## src/rtl/mc_controller.sv

```systemverilog
// mc_controller: multicycle MIPS control unit (Moore main decoder plus ALU decoder)
module mc_controller #(
  parameter bit ILLEGAL_TRAP = 1'b0
) (
  input  logic       clk,
  input  logic       reset,
  input  logic [5:0] op,
  input  logic [5:0] funct,
  input  logic       zero,
  output logic       pcen,
  output logic       irwrite,
  output logic       memwrite,
  output logic       regwrite,
  output logic       lord,
  output logic       regdst,
  output logic       memtoreg,
  output logic       alusrca,
  output logic [1:0] alusrcb,
  output logic [1:0] pcsrc,
  output logic [2:0] alucontrol,
  output logic [3:0] state,
  output logic       halted
);
  typedef enum logic [3:0] {
    FETCH = 4'd0, DECODE = 4'd1, MEMADR = 4'd2, MEMRD = 4'd3, MEMWB = 4'd4,
    MEMWR = 4'd5, RTYPEEX = 4'd6, RTYPEWB = 4'd7, BEQEX = 4'd8, ADDIEX = 4'd9,
    ADDIWB = 4'd10, JEX = 4'd11, HALT = 4'd12
  } state_t;
  state_t cur, nxt, s;
  logic pcwrite, branch, iw, mw, rw;
  logic [1:0] aluop;
  assign state = cur;
  // state register
  always_ff @(posedge clk)
    cur <= reset ? FETCH : nxt;
  // next-state decode; unused codes fall back to FETCH
  always_comb begin
    nxt = FETCH;
    case (cur)
      FETCH:   nxt = DECODE;
      DECODE:  nxt = (op == 6'b100011 || op == 6'b101011) ? MEMADR :
                     (op == 6'b000000) ? RTYPEEX :
                     (op == 6'b000100) ? BEQEX :
                     (op == 6'b001000) ? ADDIEX :
                     (op == 6'b000010) ? JEX :
                     ILLEGAL_TRAP ? HALT : FETCH;
      MEMADR:  nxt = (op == 6'b100011) ? MEMRD : MEMWR;
      MEMRD:   nxt = MEMWB;
      RTYPEEX: nxt = RTYPEWB;
      ADDIEX:  nxt = ADDIWB;
      HALT:    nxt = HALT;
      default: nxt = FETCH;
    endcase
  end
  // Moore output decode; during reset outputs look like FETCH
  always_comb begin
    s = reset ? FETCH : cur;
    pcwrite = 1'b0;
    branch = 1'b0;
    iw = 1'b0;
    mw = 1'b0;
    rw = 1'b0;
    lord = 1'b0;
    regdst = 1'b0;
    memtoreg = 1'b0;
    alusrca = 1'b0;
    alusrcb = 2'b00;
    pcsrc = 2'b00;
    aluop = 2'b00;
    halted = 1'b0;
    case (s)
      FETCH: begin
        alusrcb = 2'b01;
        iw = 1'b1;
        pcwrite = 1'b1;
      end
      DECODE:  alusrcb = 2'b11;
      MEMADR, ADDIEX: begin
        alusrca = 1'b1;
        alusrcb = 2'b10;
      end
      MEMRD:   lord = 1'b1;
      MEMWR: begin
        lord = 1'b1;
        mw = 1'b1;
      end
      MEMWB: begin
        memtoreg = 1'b1;
        rw = 1'b1;
      end
      RTYPEEX: begin
        alusrca = 1'b1;
        aluop = 2'b10;
      end
      RTYPEWB: begin
        regdst = 1'b1;
        rw = 1'b1;
      end
      ADDIWB:  rw = 1'b1;
      JEX: begin
        pcsrc = 2'b10;
        pcwrite = 1'b1;
      end
      BEQEX: begin
        alusrca = 1'b1;
        aluop = 2'b01;
        pcsrc = 2'b01;
        branch = 1'b1;
      end
      HALT:    halted = 1'b1;
      default: ;
    endcase
  end
  assign pcen = ~reset & (pcwrite | (branch & zero));
  assign irwrite = ~reset & iw;
  assign memwrite = ~reset & mw;
  assign regwrite = ~reset & rw;
  // ALU decoder
  always_comb
    alucontrol = (aluop == 2'b01) ? 3'b110 :
                 (aluop != 2'b10) ? 3'b010 :
                 (funct == 6'b100010) ? 3'b110 :
                 (funct == 6'b100100) ? 3'b000 :
                 (funct == 6'b100101) ? 3'b001 :
                 (funct == 6'b101010) ? 3'b111 : 3'b010;
endmodule

```

## config.mk

```make
export PLATFORM = sky130hd
export DESIGN_NAME = mc_controller
export DESIGN_NICKNAME = d
export VERILOG_FILES = /design/src/rtl/mc_controller.sv
export SDC_FILE = /design/constraint.sdc
export NUM_CORES = 1
export LEC_CHECK = 0
export ABC_AREA = 1
export CORE_MARGIN = 2
export CORE_UTILIZATION = 37
export CTS_BUF_LIST = sky130_fd_sc_hd__clkbuf_8
export DETAILED_ROUTE_END_ITERATION = 10
export HOLD_SLACK_MARGIN = 0.12
export PLACE_DENSITY = 0.81
export SYNTH_ARGS = -nofsm -noshare
export SYNTH_HDL_FRONTEND = slang
export SYNTH_SLANG_ARGS = --single-unit
```

## constraint.sdc

```tcl
create_clock -name clk -period 1.22 [get_ports clk]
set_input_delay 0.244 -clock clk [delete_from_list [all_inputs] [get_ports clk]]
set_output_delay 0.244 -clock clk [all_outputs]
set_load 0.02 [all_outputs]
```

==> qor.csv, run 1 <==
metric,value,unit
error,"[ERROR DPL-0038] Utilization greater than 100%, impossible to legalize",
yosys_most_used_dff,dfxtp_1,
dpl.hpwl,1990,um
yosysWarnings,0,
dp_cells,183,
syn_area,553,um2
ctsHtreeMaxLevel,1,
worstEndpointType,output port,
grt_max_degree,7,
start_util,0.410,
async_flop_share,0,
haltStage,global routing,
synth_top_area_share,0.163,
synth_edf_count,0,
cts_setup_buffers,0,
synth_largest_area_cell,nand2_1,
gp_congestion,0.895,
synth_common_cells,"24 x nand2_1, 23 x nor2_1, 13 x nand3_1",
dp_slack,-0.960,ns
clock-sinks,4,
rows,13,
port-buffer-count,34,
cts_buffers,3,
post-synth-top-count-cell,nand2_1,
status,stopped before the end,
num_io_pins,35,
ys_ff_latch,4,
syn_avg_cell_area,5.17,um2
clockBufferDepth,2,
synthTopCellsByArea,"nand2_1 16%, nor2_1 16%, dfxtp_1 14%",
synth_nets,122,
postGrtWorstEndpoint,alucontrol[0],
syn_inst,107,
root_buffer,clkbuf_8,
die_h,42.7,um
holdBufCountCts,0,
synth_cell_types,22,
die_w,42.7,um
yosysSeqAreaShare,0.145,
[kinds of logic after synthesis]
logic type	share of synthesized area
AOI/OAI and AO/OA	0.124
buffers and inverters	0.149
DFF	0.145
and+or+nand+nor	0.581
[per-stage QoR]
stage               area, um2  hold slack (ns)
floorplan                 633            0.468
detailed placement       1190            0.748
CTS                      1330            0.523
global placement         1190            0.704
[timing repair]
| item | in CTS |
|---|---|
| gates resized for setup | 127 |
| pin swaps | 7 |
| endpoints found under the setup margin | 24 |
==> run 2: changes to the inputs <==
Settings changed: CORE_AREA from default to 2 2 63 65, CORE_MARGIN 2 to default, CORE_UTILIZATION 37 to default, CTS_BUF_LIST sky130_fd_sc_hd__clkbuf_8 to default, DIE_AREA from default to 0 0 65 67, HOLD_SLACK_MARGIN 0.12 to default, PLACE_DENSITY 0.81 to default, PLACE_DENSITY_LB_ADDON from default to 0.15.
==> qor.csv, run 2 <==
metric,value,unit
grtUsageTotal,0.106,
yosysWarnings,0,
powerDensity,456,mW/mm2
multi_input_area,587,um2
layout.nets,196,
worstPathCellList,inv_4 > nor2_4 > nand2_4 > nor2_4 > nand3_4 > o21ai_4 > buf_6,
cts_buffers,3,
syn_avg_cell_area,5.17,um2
max-cap-violations,0,
required,0.98,ns
fin_crit_sh,1.31,
clock_latency,0.22,ns
async_flop_share,0,
clk_pin_slew_worst_paths,0.04,ns
finalClockSkew,0.00750,ns
violations,setup timing,
setup_violations,20,
via_per_inst,3.92,
clockBufferDepth,2,
synth_nets,122,
fin_ws,-0.372,ns
hold_viol_final,0,
detail-route-antenna-nets,0,
start_util,0.153,
hold_path.class,input port to flop,
overflow,0,
synth_edf_count,0,
ctsHtreeMaxLevel,1,
gp_congestion,0.724,
slowest_delay,0.36,ns
area_growth,171,%
fin_crit,1.59,ns
synth_cell_types,22,
fmaxAchievable,0.628,GHz
routed_wl,2230,um
total_power,684,uW
syn_inst,107,
fp.coreArea,0.00361,mm2
final_common_cell,buf_4,
status,"complete, but fails checks",
syn_area,553,um2
synth_common_cells,"24 x nand2_1, 23 x nor2_1, 13 x nand3_1",
synthTopCellsByArea,"nand2_1 16%, nor2_1 16%, dfxtp_1 14%",
worstMarginPinSlew,0.244,ns
yosys_most_used_dff,dfxtp_1,
cp_num_buf_inv,2,
rows,22,
cts_tree,built,
die_h,67,um
grt_pass1_wl,3670,um
die-area,0.00436,mm2
ys_ff_latch,4,
clock-sinks,4,
instances_no_fill,228,
cp_common_cell,nor2_4,
crit_type,flop to output port,
drcViolationCount,0,
synth_top_area_share,0.163,
fin_util,0.416,
crit_arrival,1.35,ns
synth_largest_area_cell,nand2_1,
worst_path_max_delay_cell,dfxtp_4,
nFillCells,400,
rsz0062_at_grt,true,
drive_above_1_share,0.611,
slew_headroom,0.837,
root_buffer,clkbuf_8,
num_io_pins,35,
n_antenna_cell,0,
worstSetupStartpointType,flop,
post-synth-top-count-cell,nand2_1,
holdBufCountCts,0,
crit_family,simple AND/OR/NAND/NOR gates,
critPathMaxFanout,4,
port-buffer-count,34,
register_area,95.1,um2
ir_worst_vdd,0.458,mV
dpl.hpwl,1730,um
drt_iter0_drc,8,
dp_cells,218,
grt_max_degree,7,
critPathCaptureType,output port,
die_w,65,um
power_leakage,0.724,nW
antenna_found_initial,0,
vias,893,
finalSetupTns,-4.85,ns
largest_reg_flops,4,
drtPass1Iterations,4,
wire_per_inst,9.78,um
grt_pass1_vias,869,
yosysSeqAreaShare,0.145,
final_cell_mix,"32 x buf_4, 21 x buf_6, 17 x nor2_1",
slew_viol_final,0,
[run 2: cell counts after synthesis]
Identical to the previous run, type by type.
[run 2: final timing paths]
kind	startpoint	endpoint	slack, ns	cells past startpoint
hold reg to reg	state[0]$_SDFF_PP0_	state[0]$_SDFF_PP0_	0.66	2
setup / recovery	state[2]$_SDFF_PP0_	alucontrol[0]	-0.37	7
setup reg to reg	state[2]$_SDFF_PP0_	state[2]$_SDFF_PP0_	-0.13	10
hold / removal	reset	state[2]$_SDFF_PP0_	0.64	5
[run 2: per-stage QoR]
step / setup WS, ns / hold WS (ns) / area (um2)
2_1_floorplan: -0.175 / 0.468 / 633
3_3_place_gp: -0.935 / 0.663 / 1250
3_5_place_dp: -0.962 / 0.661 / 1250
4_1_cts: -0.410 / 0.597 / 1400
5_1_grt: -0.444 / 0.677 / 1500
6_report: -0.372 / 0.639 / 1500
[run 2: cell families after synthesis]
group / Yosys count / synth area share
AOI/OAI and AO/OA: 12 / 0.124
DFF: 4 / 0.145
buffers and inverters: 21 / 0.149
and+or+nand+nor: 70 / 0.581
[run 2: tightest hold or removal path: cells and delay by family]
kind	cells	cell delay (ns)
simple gates	1	0.06
buf+inv	4	0.52
[run 2: repair_timing]
item	in CTS	in global routing
resized for setup	134	25
setup endpoints to repair	24	22
pin swaps	7	9
setup buffers	0	6
cloned	0	0
[run 2: layout make-up]
type / instances / share of cell area
clock buffer: 4 / 0.0300
inverter: 20 / 0.0550
multi-input combinational: 82 / 0.391
sequential: 4 / 0.0634
tap: 48 / 0.0400
timing repair buffer: 70 / 0.420
[run 2: layer usage]
metal | GRT usage | routed length (um) | vias up
li1 | - | - | 481
met1 | 0.123 | 976 | 386
met2 | 0.197 | 1120 | 24
met3 | 0.0101 | 111 | 2
met4 | 0.0479 | 17 | 0
met5 | 0 | 0 | -
[run 2: power by group]
group          total (mW)  internal (mW)  switching (mW)
logic               0.244          0.129           0.115
registers           0.141          0.130          0.0113
clock network       0.298          0.224          0.0748
total               0.684          0.483           0.201
(Power assumes the default switching activity.)
